==> config.mk <==
export PLATFORM = sky130hd
export DESIGN_NAME = apb_gpio_slave
export DESIGN_NICKNAME = d
export VERILOG_FILES = /design/src/rtl/apb_gpio_slave.sv
export SDC_FILE = /design/constraint.sdc
export NUM_CORES = 1
export LEC_CHECK = 0
export BUFFER_PORTS_ARGS = -buffer_cell sky130_fd_sc_hd__buf_2
export CAP_MARGIN = 10
export CORE_MARGIN = 4
export CORE_UTILIZATION = 39
export CTS_CLUSTER_DIAMETER = 200
export DETAILED_ROUTE_END_ITERATION = 10
export GPL_TIMING_DRIVEN = 0
export PLACE_DENSITY_LB_ADDON = 0.15
export SETUP_SLACK_MARGIN = 0.2
export SLEW_MARGIN = 5
export SYNTH_ARGS = -nofsm -noshare
export SYNTH_HDL_FRONTEND = slang
export SYNTH_SLANG_ARGS = --single-unit
==> constraint.sdc <==
create_clock -name PCLK -period 1.85 [get_ports PCLK]
set_input_delay 0.185 -clock PCLK [delete_from_list [all_inputs] [get_ports PCLK]]
set_output_delay 0.185 -clock PCLK [all_outputs]
set_load 0.02 [all_outputs]
==> src/rtl/apb_gpio_slave.sv <==
// APB slave exposing a GPIO block: output data, direction, synchronised
// input data and rising-edge interrupt status with a level irq.
module apb_gpio_slave #(
   parameter int DATA_WIDTH    = 32,
   parameter int ADDRESS_WIDTH = 4,
   parameter int STRB_WIDTH    = DATA_WIDTH / 8,
   parameter int WAIT_CYCLES   = 1
) (
   input  logic                     PCLK,
   input  logic                     PRESETn,
   input  logic                     PSEL,
   input  logic                     PENABLE,
   input  logic                     PWRITE,
   input  logic [ADDRESS_WIDTH-1:0] PADDR,
   input  logic [DATA_WIDTH-1:0]    PWDATA,
   input  logic [STRB_WIDTH-1:0]    PSTRB,
   output logic [DATA_WIDTH-1:0]    PRDATA,
   output logic                     PREADY,
   output logic                     PSLVERR,
   input  logic [DATA_WIDTH-1:0]    gpio_in,
   output logic [DATA_WIDTH-1:0]    gpio_out,
   output logic [DATA_WIDTH-1:0]    gpio_oe,
   output logic                     irq
);

   localparam logic [1:0] ST_IDLE   = 2'd0;
   localparam logic [1:0] ST_SETUP  = 2'd1;
   localparam logic [1:0] ST_ACCESS = 2'd2;

   localparam logic [3:0] WAIT_CNT = 4'(WAIT_CYCLES);

   localparam logic [1:0] REG_DOUT = 2'd0;
   localparam logic [1:0] REG_DIR  = 2'd1;
   localparam logic [1:0] REG_DIN  = 2'd2;
   localparam logic [1:0] REG_INT  = 2'd3;

   // transfer tracking
   logic [1:0]               state_q, state_d;
   logic [3:0]               cnt_q, cnt_d;
   logic [ADDRESS_WIDTH-1:0] addr_q, addr_d;
   logic                     write_q, write_d;
   logic [DATA_WIDTH-1:0]    wdata_q, wdata_d;
   logic [STRB_WIDTH-1:0]    strb_q, strb_d;

   // register file and input path
   logic [DATA_WIDTH-1:0]    dout_q, dout_d;
   logic [DATA_WIDTH-1:0]    dir_q, dir_d;
   logic [DATA_WIDTH-1:0]    ists_q, ists_d;
   logic [DATA_WIDTH-1:0]    sync1_q, sync2_q, prev_q;
   logic                     irq_q;

   logic                     in_xfer;
   logic                     access_ready;
   logic                     proto_err;
   logic                     acc_err;
   logic                     done_ok;
   logic                     commit;
   logic [1:0]               reg_sel;
   logic [DATA_WIDTH-1:0]    bmask;
   logic [DATA_WIDTH-1:0]    wbits;
   logic [DATA_WIDTH-1:0]    rise;
   logic [DATA_WIDTH-1:0]    rd_mux;

   assign in_xfer      = (state_q == ST_SETUP) || (state_q == ST_ACCESS);
   assign access_ready = PSEL && PENABLE && in_xfer && (cnt_q == WAIT_CNT);
   // PENABLE without a preceding setup phase is rejected immediately
   assign proto_err    = PSEL && PENABLE && (state_q == ST_IDLE);
   assign reg_sel      = addr_q[3:2];
   assign acc_err      = (addr_q[1:0] != 2'b00) || (write_q && (reg_sel == REG_DIN));
   assign done_ok      = access_ready && !acc_err;
   assign commit       = done_ok && write_q;
   assign wbits        = wdata_q & bmask;
   assign rise         = sync2_q & ~prev_q;

   // expand latched byte strobes into a bit mask
   always_comb begin
      bmask = '0;
      for (int b = 0; b < STRB_WIDTH; b++) begin
         bmask[b*8 +: 8] = {8{strb_q[b]}};
      end
   end

   // read mux over the latched address
   always_comb begin
      rd_mux = '0;
      case (reg_sel)
         REG_DOUT: rd_mux = dout_q;
         REG_DIR:  rd_mux = dir_q;
         REG_DIN:  rd_mux = sync2_q;
         REG_INT:  rd_mux = ists_q;
         default:  rd_mux = '0;
      endcase
   end

   // bus outputs, forced quiet while reset is asserted
   always_comb begin
      PREADY  = PRESETn && (access_ready || proto_err);
      PSLVERR = PRESETn && ((access_ready && acc_err) || proto_err);
      PRDATA  = (PRESETn && done_ok && !write_q) ? rd_mux : '0;
   end

   assign gpio_out = PRESETn ? dout_q : '0;
   assign gpio_oe  = PRESETn ? dir_q  : '0;
   assign irq      = irq_q;

   // transfer FSM: setup latch, wait counting, completion and abort
   always_comb begin
      state_d = state_q;
      cnt_d   = cnt_q;
      addr_d  = addr_q;
      write_d = write_q;
      wdata_d = wdata_q;
      strb_d  = strb_q;
      case (state_q)
         ST_IDLE: begin
            if (PSEL && !PENABLE) begin
               state_d = ST_SETUP;
               cnt_d   = 4'd0;
               addr_d  = PADDR;
               write_d = PWRITE;
               wdata_d = PWDATA;
               strb_d  = PSTRB;
            end
         end
         ST_SETUP, ST_ACCESS: begin
            if (!PSEL) begin
               state_d = ST_IDLE;
               cnt_d   = 4'd0;
            end else if (PENABLE) begin
               if (access_ready) begin
                  state_d = ST_IDLE;
                  cnt_d   = 4'd0;
               end else begin
                  state_d = ST_ACCESS;
                  cnt_d   = cnt_q + 4'd1;
               end
            end
         end
         default: begin
            state_d = ST_IDLE;
            cnt_d   = 4'd0;
         end
      endcase
   end

   // register updates; writes land only on the completing cycle
   always_comb begin
      dout_d = dout_q;
      dir_d  = dir_q;
      if (commit && reg_sel == REG_DOUT) dout_d = (dout_q & ~bmask) | wbits;
      if (commit && reg_sel == REG_DIR)  dir_d  = (dir_q  & ~bmask) | wbits;
      // a fresh edge overrides a simultaneous W1C clear
      ists_d = ists_q;
      if (commit && reg_sel == REG_INT) ists_d = ists_q & ~wbits;
      ists_d = ists_d | rise;
   end

   // state, registers, synchroniser and irq flop
   always_ff @(posedge PCLK) begin
      if (!PRESETn) begin
         state_q <= ST_IDLE;
         cnt_q   <= 4'd0;
         addr_q  <= '0;
         write_q <= 1'b0;
         wdata_q <= '0;
         strb_q  <= '0;
         dout_q  <= '0;
         dir_q   <= '0;
         ists_q  <= '0;
         sync1_q <= '0;
         sync2_q <= '0;
         prev_q  <= '0;
         irq_q   <= 1'b0;
      end else begin
         state_q <= state_d;
         cnt_q   <= cnt_d;
         addr_q  <= addr_d;
         write_q <= write_d;
         wdata_q <= wdata_d;
         strb_q  <= strb_d;
         dout_q  <= dout_d;
         dir_q   <= dir_d;
         ists_q  <= ists_d;
         sync1_q <= gpio_in;
         sync2_q <= sync1_q;
         prev_q  <= sync2_q;
         irq_q   <= |ists_q;
      end
   end

endmodule

==> results.py <==
metrics = {
    "floorplan": {
        "rows": 56,
        "die_area_sq_um": 27000,
        "io_pins": 176,
        "initial_core_util": 0.401,
        "die_height_um": 164,
        "die_w_um": 164,
        "coreArea_sq_um": 23800,
    },
    "drt": {
        "drt_iter0_drc": 437,
        "viasPerCell": 4.95,
        "dr.pass1.iters": 4,
        "drtAntennaViolNets": 0,
        "drc": 0,
        "wl_per_cell_um": 18.4,
        "vias": 8410,
        "drt-total-wl_um": 31300,
    },
    "pwr": {
        "internal-power_w": 0.00953,
        "switchingPower_w": 0.00354,
        "p_seq_frac": 0.452,
        "p_sw_frac": 0.271,
        "finalPower_w": 0.0131,
        "vdd.ir_drop.worst_mv": 0.675,
        "p_clk_frac": 0.377,
        "comb_power_share": 0.170,
        "power_density_nw_per_um2": 950,
        "cellLeakagePower_nw": 5.55,
    },
    "global_routing": {
        "grt_pass1_wl_um": 47200,
        "grt_busiest_layer": "met2",
        "met2_usage": 0.378,
        "grt-ovfl-total": 0,
        "grt_max_degree": 13,
        "met3_usage": 0.0309,
        "grt_pass1_vias": 8202,
        "grtUsageMet1": 0.313,
        "antenna_found_initial": 0,
        "grtUsageTotal": 0.229,
    },
    "timing": {
        "clock.fmax_ghz": 0.404,
        "final_hold_viol_count": 0,
        "grt_setup_unrepaired": "yes",
        "finalSetupViolations": 85,
        "worst_pin_slew_ps": 684,
        "finalCritPeriodShare": 1.34,
        "final.min_clock_period_ps": 2470,
        "setup_slack_ps": -623,
        "final.setup_skew_ps": 8.52,
        "slew_violations": 0,
        "slew_headroom": 0.544,
    },
    "critical_path": {
        "crit_path_end_kind": "output pin",
        "cp.arrival_ps": 2290,
        "critPathMaxFanout": 5,
        "path_class": "register to output pin",
        "cp-start-kind": "register",
        "worstPathRequired_ps": 1660,
    },
    "finish": {
        "finish.instance_area_sq_um": 13800,
        "n_antenna_cell": 0,
        "multiInputGateArea_sq_um": 4840,
        "synthToLayoutAreaGrowth_pct": 44.6,
        "regArea_sq_um": 4810,
        "fillers": 2114,
        "drive_above_1_share": 0.320,
        "nets": 1446,
    },
    "logic_synthesis": {
        "syn_nets": 1127,
        "yosys_warnings": 0,
        "synthCells": 1045,
        "ys_ff_latch": 240,
        "synth_cell_types": 37,
        "netlist_area_sq_um": 9520,
        "ys_seq_area_frac": 0.505,
        "synth_area_per_cell_sq_um": 9.11,
    },
    "clock_tree": {
        "clock-sinks": 240,
        "cts_buffers": 26,
        "cts-htree-levels": 1,
        "cts_buffer_depth": 3,
        "cts_tree": "built",
        "clk_latency_ps": 530,
        "root_buffer": "clkbuf_16",
        "clkTransAtPathRegs_ps": 60,
    },
    "placed_design": {
        "place_congestion": 0.844,
        "dpl.hpwl_um": 20700,
        "placed_area_sq_um": 11100,
        "io_buffers": 175,
    },
    "run": {
        "drv_cap": 0,
    },
    "outcome": {
        "violations": "setup timing",
        "status": "complete, but fails checks",
    },
    "worst_hold_path": {
        "hold_path_class": "input pin to register",
    },
}
## worst paths after layout
| kind | from | end | slack [ps] | depth (start not counted) |
|---|---|---|---|---|
| max | state_q[1] | PRDATA[1] | -620 | 10 |
| min | PENABLE | strb_q[3] | 130 | 4 |
| max reg2reg | state_q[1] | register | -50 | 13 |
| min reg2reg | sync1_q[4] | sync2_q[4] | 430 | 1 |
## placed cells by master (no fill, tap or decap), types with 32 or more instances in the layout
master | netlist | routed
nand2_2 | 0 | 45
o21ai_1 | 0 | 48
mux4_2 | 32 | 32
a21oi_1 | 33 | 33
inv_1 | 35 | 33
nand2_1 | 220 | 173
o21ai_0 | 99 | 40
and2_1 | 161 | 160
nor2_1 | 38 | 37
buf_2 | 18 | 146
dlygate4sd3_1 | 0 | 73
buf_6 | 0 | 58
dfxtp_1 | 240 | 236
## power by group through the flow
stage / Sequential [W] / Combinational [W] / Clock [W]
after detailed placement: 0.00601 / 0.00168 / 0
after floorplan: 0.00589 / 0.00118 / 0
final: 0.00591 / 0.00223 / 0.00493
after CTS: 0.00590 / 0.00205 / 0.00502
after global routing: 0.00595 / 0.00245 / 0.00521
after global placement: 0.00601 / 0.00165 / 0
## cell usage after synthesis
master,instances,area [sq um]
nand2b_1,1,6.26
and2_1,161,1010
a41o_1,1,10.0
mux4_2,32,721
nor2_1,38,143
or2_2,1,6.26
nand2_4,1,11.3
nor3_1,1,5.00
buf_1,1,3.75
buf_2,18,90.1
a21boi_1,10,75.1
o2bb2ai_1,1,8.76
xnor2_1,1,8.76
a211oi_1,2,15.0
nand3_1,3,15.0
and4bb_2,3,37.5
o21ai_0,99,495
o21a_1,1,7.51
nor4bb_1,1,10.0
a21boi_0,32,240
o31a_1,1,8.76
mux2i_1,1,10.0
nor2b_1,34,213
a21oi_1,33,165
dfxtp_1,240,4800
nand2_1,220,826
and4bb_1,1,12.5
a2bb2oi_2,1,15.0
clkbuf_1,40,150
nor3_2,4,40.0
buf_4,2,15.0
ha_1,5,62.6
nor4_1,8,50.1
inv_1,35,131
a311oi_1,1,8.76
nand4bb_4,1,27.5
nand4_1,10,62.6
## stage by stage
| stage | hold slack, ps | TNS (ps) | setup slack [ps] | utilization | std cells |
|---|---|---|---|---|---|
| CTS | 147 | -19750 | -616 | 0.566 | 1694 |
| floorplan | 312 | 0 | 41.0 | - | 1045 |
| detailed placement | 393 | -21360 | -321 | 0.467 | 1539 |
| global route | 181 | -29730 | -686 | 0.580 | 1700 |
| finish | 131 | -20940 | -623 | 0.580 | 1700 |
| global placement | 389 | -19600 | -279 | 0.467 | 1539 |
## per-layer routing
layer / routed length [um] / vias to the layer above / share of wire
li1: - / 4122 / -
met5: 0 / - / 0
met2: 14800 / 237 / 0.47
met3: 1640 / 60 / 0.052
met4: 901 / 0 / 0.029
met1: 13900 / 3991 / 0.44
## logic make-up after synthesis
family | after synthesis | synth area share
AOI/OAI and AO/OA | 182 | 0.110
xor gates and xnor gates | 1 | 0.000920
buffers and inverters | 96 | 0.0410
and+or+nand+nor | 488 | 0.260
muxes | 33 | 0.0768
DFF | 240 | 0.505
adders and majority gates | 5 | 0.00657
## layout make-up
type | instances | share of cell area
well taps | 319 | 0.0290
plain buffers | 60 | 0.0304
multi-input cells | 709 | 0.351
inverters | 35 | 0.00954
repair buffers | 292 | 0.171
flip-flops and latches | 240 | 0.349
clock inverters | 4 | 0.00182
clock buffers | 41 | 0.0573
## critical path, stage by stage (launching register included)
cell,delay [ps]
dfxtp_2,340
inv_2,50
ha_4,260
and2_4,130
buf_8,100
nand2_8,50
nand4bb_4,240
buf_6,190
buf_12,150
nor2b_4,130
buf_6,130
## what timing repair did
item,4_1_cts,5_1_grt
hold buffers,73,0
gates cloned,7,2
hold endpoints to repair,73,0
endpoints found under the setup margin,217,175
pin swaps,10,12
resized for setup,149,141
buffers inserted,30,5
(Power assumes the default switching activity.)
